<file path="config.mk">
export PLATFORM = sky130hd
export DESIGN_NAME = tft_capture_flat
export DESIGN_NICKNAME = d
export VERILOG_FILES = /design/src/rtl/tft_capture_if.sv /design/src/rtl/tft_capture.sv /design/src/flat_wrapper.sv
export SDC_FILE = /design/constraint.sdc
export NUM_CORES = 1
export LEC_CHECK = 0
export ABC_AREA = 1
export ABC_CLOCK_PERIOD_IN_PS = 1620
export CAP_MARGIN = 20
export CORE_MARGIN = 1
export CORE_UTILIZATION = 40
export DETAILED_ROUTE_END_ITERATION = 8
export DONT_BUFFER_PORTS = 1
export PLACE_DENSITY = 0.63
export SLEW_MARGIN = 25
export SYNTH_ARGS = -nofsm -noshare
export SYNTH_HDL_FRONTEND = slang
export SYNTH_SLANG_ARGS = --single-unit
</file>
<file path="constraint.sdc">
create_clock -name clk -period 1.62 [get_ports clk]
set_input_delay 0.324 -clock clk [delete_from_list [all_inputs] [get_ports clk]]
set_output_delay 0.324 -clock clk [all_outputs]
set_load 0.01 [all_outputs]
</file>
<file path="src/rtl/tft_capture_if.sv">
// Panel-bus receive interface: RGB888 bus in, tagged pixel stream and
// timing measurements out. The capture block is the slave side.
interface tft_capture_if;
   logic [7:0]  red_in, green_in, blue_in;
   logic        hsync, vsync, data_en;
   logic [7:0]  red_out, green_out, blue_out;
   logic        pixel_valid;
   logic [15:0] vis_x_pos, vis_y_pos;
   logic        sof, eol, frame_done;
   logic [15:0] meas_resx, meas_resy, meas_h_total, meas_v_total;
   logic        locked;

   modport slave (
      input  red_in, green_in, blue_in, hsync, vsync, data_en,
      output red_out, green_out, blue_out, pixel_valid, vis_x_pos, vis_y_pos,
             sof, eol, frame_done, meas_resx, meas_resy, meas_h_total,
             meas_v_total, locked
   );

   modport master (
      output red_in, green_in, blue_in, hsync, vsync, data_en,
      input  red_out, green_out, blue_out, pixel_valid, vis_x_pos, vis_y_pos,
             sof, eol, frame_done, meas_resx, meas_resy, meas_h_total,
             meas_v_total, locked
   );
endinterface

</file>
<file path="src/rtl/tft_capture.sv">
// TFT panel-bus receiver: registers the bus, tags visible pixels with x/y
// and frame/line markers, and measures per-frame timing with lock detect.
// Pipeline: s1 (bus sample) -> p (tagged pixel / frame close) -> outputs.
module tft_capture (
   input  logic         clk,
   input  logic         rst,
   input  logic         capture_en,
   tft_capture_if.slave bus
);
   typedef enum logic [1:0] {IDLE, WAIT_VS, CAPTURE} state_t;

   function automatic logic [15:0] sat_inc(input logic [15:0] v);
      return (v == 16'hFFFF) ? v : v + 16'd1;
   endfunction

   state_t      state, state_nxt;
   logic        s1_hs, s1_vs, s1_de, s0_hs, s0_vs;
   logic [23:0] s1_rgb;
   logic        hs_fall, vs_fall, in_cap, enter_cap, close_frame;

   logic [15:0] hclk, hlines, x_cnt, act_lines, last_resx, last_htot;
   logic        line_had;
   logic [15:0] act_closed, resx_closed, htot_closed, hlines_closed;
   logic [15:0] px_x, px_y;

   logic        p_vld, p_sof, p_eol, p_fd;
   logic [23:0] p_rgb;
   logic [15:0] p_x, p_y, p_resx, p_resy, p_htot, p_vtot;

   logic        o_vld, o_sof, o_eol, o_fd, o_lock;
   logic [23:0] o_rgb;
   logic [15:0] o_x, o_y, o_resx, o_resy, o_htot, o_vtot;

   // bus sample (s1) plus previous sample (s0) for sync edge detection
   always_ff @(posedge clk) begin
      if (rst) begin
         s1_hs <= 1'b0; s1_vs <= 1'b0; s1_de <= 1'b0; s1_rgb <= 24'd0;
         s0_hs <= 1'b0; s0_vs <= 1'b0;
      end else begin
         s1_hs  <= bus.hsync;
         s1_vs  <= bus.vsync;
         s1_de  <= bus.data_en;
         s1_rgb <= {bus.red_in, bus.green_in, bus.blue_in};
         s0_hs  <= s1_hs;
         s0_vs  <= s1_vs;
      end
   end

   assign hs_fall = s0_hs & ~s1_hs;
   assign vs_fall = s0_vs & ~s1_vs;

   // state register
   always_ff @(posedge clk) begin
      if (rst) state <= IDLE;
      else     state <= state_nxt;
   end

   // next state: dropping capture_en aborts from anywhere
   always_comb begin
      state_nxt = state;
      case (state)
         IDLE:    if (capture_en) state_nxt = WAIT_VS;
         WAIT_VS: if (!capture_en) state_nxt = IDLE;
                  else if (vs_fall) state_nxt = CAPTURE;
         CAPTURE: if (!capture_en) state_nxt = IDLE;
         default: state_nxt = IDLE;
      endcase
   end

   // FSM-derived controls for the counters and pixel stage
   always_comb begin
      in_cap      = (state == CAPTURE) && capture_en;
      enter_cap   = (state == WAIT_VS) && capture_en && vs_fall;
      close_frame = in_cap && vs_fall;
   end

   // line closure values; a coincident hs_fall is folded in before a frame latch
   always_comb begin
      line_had      = (x_cnt != 16'd0);
      act_closed    = line_had ? sat_inc(act_lines) : act_lines;
      resx_closed   = (hs_fall && line_had) ? x_cnt : last_resx;
      htot_closed   = hs_fall ? hclk : last_htot;
      hlines_closed = hs_fall ? sat_inc(hlines) : hlines;
      px_x          = (hs_fall || vs_fall) ? 16'd0 : x_cnt;
      px_y          = vs_fall ? 16'd0 : (hs_fall ? act_closed : act_lines);
   end

   // per-frame timing counters, all saturating
   always_ff @(posedge clk) begin
      if (rst || !(in_cap || enter_cap)) begin
         hclk <= 16'd0; hlines <= 16'd0; x_cnt <= 16'd0;
         act_lines <= 16'd0; last_resx <= 16'd0; last_htot <= 16'd0;
      end else if (vs_fall) begin
         hclk      <= hs_fall ? 16'd1 : 16'd0;
         hlines    <= 16'd0;
         x_cnt     <= (close_frame && s1_de) ? 16'd1 : 16'd0;
         act_lines <= 16'd0;
         last_resx <= 16'd0;
         last_htot <= 16'd0;
      end else if (hs_fall) begin
         hclk      <= 16'd1;
         hlines    <= hlines_closed;
         act_lines <= act_closed;
         last_resx <= resx_closed;
         last_htot <= hclk;
         x_cnt     <= {15'd0, s1_de};
      end else begin
         hclk <= sat_inc(hclk);
         if (s1_de) x_cnt <= sat_inc(x_cnt);
      end
   end

   // tagged pixel / frame-close stage; eol looks ahead at the live data_en
   always_ff @(posedge clk) begin
      if (rst || !capture_en) begin
         p_vld <= 1'b0; p_sof <= 1'b0; p_eol <= 1'b0; p_fd <= 1'b0;
         p_rgb <= 24'd0; p_x <= 16'd0; p_y <= 16'd0;
         p_resx <= 16'd0; p_resy <= 16'd0; p_htot <= 16'd0; p_vtot <= 16'd0;
      end else begin
         p_vld <= in_cap && s1_de;
         p_sof <= in_cap && s1_de && (px_x == 16'd0) && (px_y == 16'd0);
         p_eol <= in_cap && s1_de && !bus.data_en;
         p_rgb <= s1_rgb;
         p_x   <= px_x;
         p_y   <= px_y;
         p_fd  <= close_frame;
         if (close_frame) begin
            p_resx <= resx_closed;
            p_resy <= act_closed;
            p_htot <= htot_closed;
            p_vtot <= hlines_closed;
         end
      end
   end

   // output stage; measurements and lock only change on a frame close
   always_ff @(posedge clk) begin
      if (rst) begin
         o_vld <= 1'b0; o_sof <= 1'b0; o_eol <= 1'b0; o_fd <= 1'b0;
         o_rgb <= 24'd0; o_x <= 16'd0; o_y <= 16'd0; o_lock <= 1'b0;
         o_resx <= 16'd0; o_resy <= 16'd0; o_htot <= 16'd0; o_vtot <= 16'd0;
      end else if (!capture_en) begin
         o_vld <= 1'b0; o_sof <= 1'b0; o_eol <= 1'b0; o_fd <= 1'b0;
      end else begin
         o_vld <= p_vld;
         o_sof <= p_sof;
         o_eol <= p_eol;
         o_fd  <= p_fd;
         o_rgb <= p_rgb;
         o_x   <= p_x;
         o_y   <= p_y;
         if (p_fd) begin
            o_resx <= p_resx;
            o_resy <= p_resy;
            o_htot <= p_htot;
            o_vtot <= p_vtot;
            o_lock <= (p_resx == o_resx) && (p_resy == o_resy) &&
                      (p_htot == o_htot) && (p_vtot == o_vtot) &&
                      (p_resx != 16'd0) && (p_resy != 16'd0) &&
                      (p_htot != 16'd0) && (p_vtot != 16'd0);
         end
      end
   end

   assign bus.red_out      = o_rgb[23:16];
   assign bus.green_out    = o_rgb[15:8];
   assign bus.blue_out     = o_rgb[7:0];
   assign bus.pixel_valid  = o_vld;
   assign bus.vis_x_pos    = o_x;
   assign bus.vis_y_pos    = o_y;
   assign bus.sof          = o_sof;
   assign bus.eol          = o_eol;
   assign bus.frame_done   = o_fd;
   assign bus.meas_resx    = o_resx;
   assign bus.meas_resy    = o_resy;
   assign bus.meas_h_total = o_htot;
   assign bus.meas_v_total = o_vtot;
   assign bus.locked       = o_lock;
endmodule

</file>
<file path="src/flat_wrapper.sv">
// flat-port wrapper written by rule: the top's interface ports become plain ports
module tft_capture_flat 
  (clk, rst, capture_en, bus_red_in, bus_green_in, bus_blue_in, bus_hsync, bus_vsync, bus_data_en, bus_red_out, bus_green_out, bus_blue_out, bus_pixel_valid, bus_vis_x_pos, bus_vis_y_pos, bus_sof, bus_eol, bus_frame_done, bus_meas_resx, bus_meas_resy, bus_meas_h_total, bus_meas_v_total, bus_locked);
  tft_capture_if bus_i ();
  input  logic clk;
  input  logic rst;
  input  logic capture_en;
  input wire logic [$bits(bus_i.red_in)-1:0] bus_red_in;
  input wire logic [$bits(bus_i.green_in)-1:0] bus_green_in;
  input wire logic [$bits(bus_i.blue_in)-1:0] bus_blue_in;
  input wire logic [$bits(bus_i.hsync)-1:0] bus_hsync;
  input wire logic [$bits(bus_i.vsync)-1:0] bus_vsync;
  input wire logic [$bits(bus_i.data_en)-1:0] bus_data_en;
  output wire logic [$bits(bus_i.red_out)-1:0] bus_red_out;
  output wire logic [$bits(bus_i.green_out)-1:0] bus_green_out;
  output wire logic [$bits(bus_i.blue_out)-1:0] bus_blue_out;
  output wire logic [$bits(bus_i.pixel_valid)-1:0] bus_pixel_valid;
  output wire logic [$bits(bus_i.vis_x_pos)-1:0] bus_vis_x_pos;
  output wire logic [$bits(bus_i.vis_y_pos)-1:0] bus_vis_y_pos;
  output wire logic [$bits(bus_i.sof)-1:0] bus_sof;
  output wire logic [$bits(bus_i.eol)-1:0] bus_eol;
  output wire logic [$bits(bus_i.frame_done)-1:0] bus_frame_done;
  output wire logic [$bits(bus_i.meas_resx)-1:0] bus_meas_resx;
  output wire logic [$bits(bus_i.meas_resy)-1:0] bus_meas_resy;
  output wire logic [$bits(bus_i.meas_h_total)-1:0] bus_meas_h_total;
  output wire logic [$bits(bus_i.meas_v_total)-1:0] bus_meas_v_total;
  output wire logic [$bits(bus_i.locked)-1:0] bus_locked;
  assign bus_i.red_in = bus_red_in;
  assign bus_i.green_in = bus_green_in;
  assign bus_i.blue_in = bus_blue_in;
  assign bus_i.hsync = bus_hsync;
  assign bus_i.vsync = bus_vsync;
  assign bus_i.data_en = bus_data_en;
  assign bus_red_out = bus_i.red_out;
  assign bus_green_out = bus_i.green_out;
  assign bus_blue_out = bus_i.blue_out;
  assign bus_pixel_valid = bus_i.pixel_valid;
  assign bus_vis_x_pos = bus_i.vis_x_pos;
  assign bus_vis_y_pos = bus_i.vis_y_pos;
  assign bus_sof = bus_i.sof;
  assign bus_eol = bus_i.eol;
  assign bus_frame_done = bus_i.frame_done;
  assign bus_meas_resx = bus_i.meas_resx;
  assign bus_meas_resy = bus_i.meas_resy;
  assign bus_meas_h_total = bus_i.meas_h_total;
  assign bus_meas_v_total = bus_i.meas_v_total;
  assign bus_locked = bus_i.locked;
  tft_capture u_core (.clk(clk), .rst(rst), .capture_en(capture_en), .bus(bus_i));
endmodule
</file>
; Word level (Yosys, flattened, before mapping)
; Index checks and enable logic that the tools add are counted.
[word_totals]
mem_bits_ro = 0
elab_cells = 121
out_inout_bits = 125
regBits = 376
latch_bits = 0
n_memories = 0
ram_bits = 0
input_bits = 30
[op_classes]
shifts = 0
multipliers = 0
addsub = 4
n_mux = 23
bitwise_logic = 5
n_reduce_logical = 38
order_cmp = 0
div_mod_pow = 0
eq_ne = 15
[ops]
columns = op, n
row1 = $mux W16, 16
row2 = $reduce_bool A16 Y1, 5
row3 = $add A16 B1 Y16 const B, 4
row4 = $eq A16 B16 Y1, 4
row5 = $eq A16 B16 Y1 const B, 4
row6 = $logic_not A16 Y1, 2
row7 = $logic_and A1 B1 Y1, 17
row8 = $mux W2, 4
row9 = $ne A3 B1 Y1 const B, 2
row10 = $pmux W2 S3, 1
row11 = $logic_or A1 B1 Y1, 4
row12 = $ne A2 B2 Y1 const B, 2
row13 = $reduce_and A2 Y1, 2
row14 = $reduce_or A2 Y1, 2
row15 = $logic_not A1 Y1, 3
row16 = $ne A3 B2 Y1 const B, 1
row17 = $not A1 Y1, 3
row18 = $reduce_and A3 Y1, 1
row19 = $reduce_bool A3 Y1, 1
row20 = $and A1 B1 Y1, 2
row21 = $eq A2 B1 Y1 const B, 1
row22 = $eq A2 B2 Y1 const B, 1
row23 = $logic_not A2 Y1, 1
row24 = $mux W1, 2

; Logic depth before layout (Yosys ltp)
[depth]
ltp_word = 8
ltp_mapped = 14

; Least setup slack after synthesis
; OpenSTA, ideal clock, no wires.
[synth_timing]
kind = register to register
from = register u_core.act_lines[0]
to = register u_core.p_sof
setup_slack_ps = -56
arrival_time_ps = 1564
setup_ps = 111
n_path_buf = 1
stages_incl_launch_ff = 14
synth_period_minus_slack_ps = 1676
path_cell_list = dfxtp_1 -> ha_1 -> nand3_1 -> nor3_2 -> nand2_1 -> buf_6 -> nand3_1 -> nand3_1 -> nand2_1 -> nor2_1 -> nand2_1 -> nor2_1 -> nand2_1 -> nor2_1
[synth_via]
elab_chain_len = 7
[synth_lines]
columns = item, line_no
row1 = start: declaration, tft_capture.sv:21  ; logic [15:0] hclk, hlines, x_cnt, act_lines, last_resx, last_htot;
row2 = start signal: assignment, tft_capture.sv:103  ; act_lines <= act_closed;
row3 = $add A16 B1 Y16 / $eq A16 B16 Y1 (equally long branches), tft_capture.sv:13  ; return (v == 16'hFFFF) ? v : v + 16'd1;
row4 = $mux W16, tft_capture.sv:13
row5 = $mux W16, tft_capture.sv:80  ; act_closed = line_had ? sat_inc(act_lines) : act_lines;
row6 = $mux W16 *, -
row7 = $mux W16 *, tft_capture.sv:85  ; px_y = vs_fall ? 16'd0 : (hs_fall ? act_closed : act_lines);
row8 = $logic_not A16 Y1 *, tft_capture.sv:121  ; p_sof <= in_cap && s1_de && (px_x == 16'd0) && (px_y == 16'd0);
row9 = $logic_and A1 B1 Y1 *, tft_capture.sv:121
row10 = end signal: assignment, tft_capture.sv:121
row11 = end: declaration, tft_capture.sv:26  ; logic p_vld, p_sof, p_eol, p_fd;
; Every way passes the cells marked *; elsewhere a longest branch is shown, timed or not.
; A chain may end at the register's enable or synchronous reset.

; Worst setup path in the final report
; Same ends and word-level chain as after synthesis.

==> metrics.txt <==
cell count after synthesis=roughly 2,000; CP Class=flop to flop; I/O pins=155; 1st-iter DRT viols=about 1,100; via count=between 10,000 and 15,000; core area=36,790 µm²; Setup WS post-layout=-0.2288 ns; clock skew=0.01541 ns; via count of the first global-routing pass=14,090; post-place setup slack=-0.4111 ns; layout net count=2,389; slowest CP cell=dfxtp_2; minimum clock period=1.849 ns; slew at the pin closest to its max-slew limit=0.5709 ns; Min-Delay Startpoint=rst; H-tree depth=2; dominant synthesized flop cell=dfxtp_1; Clock Sinks=376; Synth top area share=0.5010; leakage=around 9.2 nW; P&R area growth vs syn=44.17%; via/cell ratio=roughly 5; DRC=0; Post-Route Setup TNS=-8.955 ns; Placer Congestion=0.9548; CP peak stage delay=0.36 ns; Max-Cap Viols=0; synth warn=0; Crit Path Max Fanout=3; first-pass GRT wire length=77,210 µm; startpoint types=flop; worst skew pair latency=0.57 ns; HPWL Detailed=34,400 µm; Critical Path Start=u_core.act_lines[0]; initial antenna violation count=0; final setup violation count=135; syn avg cell area=between 7 and 8 µm²; ranking of synthesized cells by area=dfxtp_1, nor2_1, inv_1; CP endpoint kind=flop; Synth Net Count=approximately 2,000; Die X=195.8 µm; Antenna Nets Post-Route=0; Max-slew headroom=0.6085; Critical Path RT=2.13 ns; Yosys reg bits=376; final cycle utilization of the critical path=1.141; RSZ-0062 raised after global routing=yes; Final Hold Violating Endpoints=0; RR Startpoint=u_core.act_lines[0]; routed wire length=51,180 µm; Max Slew Vio Count=0; status=finished with violations; asr flop ratio synth=0; count of different cell masters after synthesis=44; Reg clk slew, reported paths=0.07 ns; ant diodes=0; Starting Density=0.4084; Largest regs=u_core.o_rgb (24), u_core.p_rgb (24), u_core.s1_rgb (24); Peak Freq=0.5409 GHz; CP top delay family=simple AND/OR/NAND/NOR gates; most area-hungry cell type in the Yosys netlist=dfxtp_1; Peak VDD IR=0.0007361 V; Critical Path AT=roughly 2.4 ns; Buf/Inv on CP=1; cts bufs inserted=41; drt pass-1 iters=5; Die ar.=between 30,000 and 40,000 µm²; Critical Path, Cell by Cell=ha_4 -> nand3_2 -> nor3_4 -> buf_4 -> nand2_1 -> nand2_1 -> nand3_4 -> nand3_2 -> nand2_2 -> nor2_1 -> nand2_1 -> nor2_2 -> nand2_1 -> nor2_1; total track usage=0.2579; IO buf count=0; Hold/Removal Path Class=input pin to flop; CTS Buffer Depth=3; pwr/cell area=891.1 nW/µm²; layout cell share with drive strength beyond 1=0.3203; DR WL/cell=17.96 µm; number of synthesized flops with an enable pin=0; largest net degree at the start of global routing=121; failing checks=setup timing; register area share after synthesis=0.5010; most frequent CP cell=nand2_1; # rows=70; grt ovf=0; die height=195.8 µm; CTS tree=yes; mapped cell area=15,020 µm²; root buf cell=clkbuf_16
[through the flow]
stage | std cells | util | hold slack (ns) | cell area (µm²) | total power, mW
floorplan | 2006 | - | 0.3936 | 15040 | 10.00
global placement | 2698 | 0.4823 | 0.3954 | 17740 | 10.17
detailed placement | 2698 | 0.4823 | 0.3989 | 17740 | 10.18
CTS | 2829 | 0.5595 | 0.02267 | 20580 | 19.42
global route | 2850 | 0.5888 | 0.04161 | 21660 | 19.94
finish | 2850 | 0.5888 | 0.04508 | 21660 | 19.30
[logic make-up after synthesis]
family	Yosys count	synth area share
and+or+nand+nor	774	0.2191
AOI/OAI and AO/OA	415	0.1498
buffers and inverters	396	0.1022
DFF	376	0.5010
xor gates and xnor gates	35	0.02040
muxes	5	0.003331
adders and majority gates	5	0.004164
[final cells by class]
class	count	area, µm²
Fill cell	3233	15120
Sequential cell	376	7566
Multi-Input combinational cell	1235	7496
Timing Repair Buffer	397	3541
Clock buffer	62	1227
Inverter	303	1165
Tap cell	468	585.6
Clock inverter	9	80.08
[cell usage in the layout, fill, tap and decap left out, types with 25 or more instances in the layout]
master           n
nand3_1         38
dlygate4sd3_1   27
nor2_4          57
nand2_2         35
nor2_1         298
dfxtp_1        351
o22ai_1         30
inv_2           25
inv_1          271
o21ai_0        159
nand4_1         30
o21ai_1         26
nand3_2         35
nand2_1        167
buf_6           34
clkbuf_16       46
nor2_2          36
buf_4          310
a21oi_1        104
[cell usage after synthesis, drive strengths merged, types with 22 or more instances]
cell	number
nor3	28
o21ai	196
a21oi	136
nand4	30
nor2	391
buf	22
nand2	217
nand3	83
o22ai	31
clkbuf	71
inv	303
dfxtp	376
[path summary, 6_finish.rpt]
path / end / cells after the start / slack, ns
max: u_core.p_sof / 14 / -0.23
min: u_core.s1_rgb[5] / 2 / 0.05
max reg2reg: u_core.p_sof / 14 / -0.23
min reg2reg: u_core.p_rgb[15] / 2 / 0.41
[layer usage]
metal  track usage  vias up  share of wire
met2        0.4276      432           0.47
met3       0.05948      106          0.063
met4       0.09230        0          0.033
li1              -     7145              -
met1        0.3274     6878           0.43
met5             0        -              0
[report_power, final]
part | total, mW | internal (mW) | switching (mW)
Sequential | 9.47 | 9.37 | 0.0969
Clock | 9.16 | 5.38 | 3.78
Combinational | 0.673 | 0.247 | 0.426
Total | 19.3 | 15.0 | 4.31
[timing repair]
item                                   4_1_cts  5_1_grt
buffers inserted                            26       21
setup endpoints to repair                  162      174
pin swaps                                   79       99
resized for setup                          246      246
endpoints found under the hold margin       88        0
gates cloned                                 7        3
hold buffers                                29        0
(Power assumes the default switching activity.)
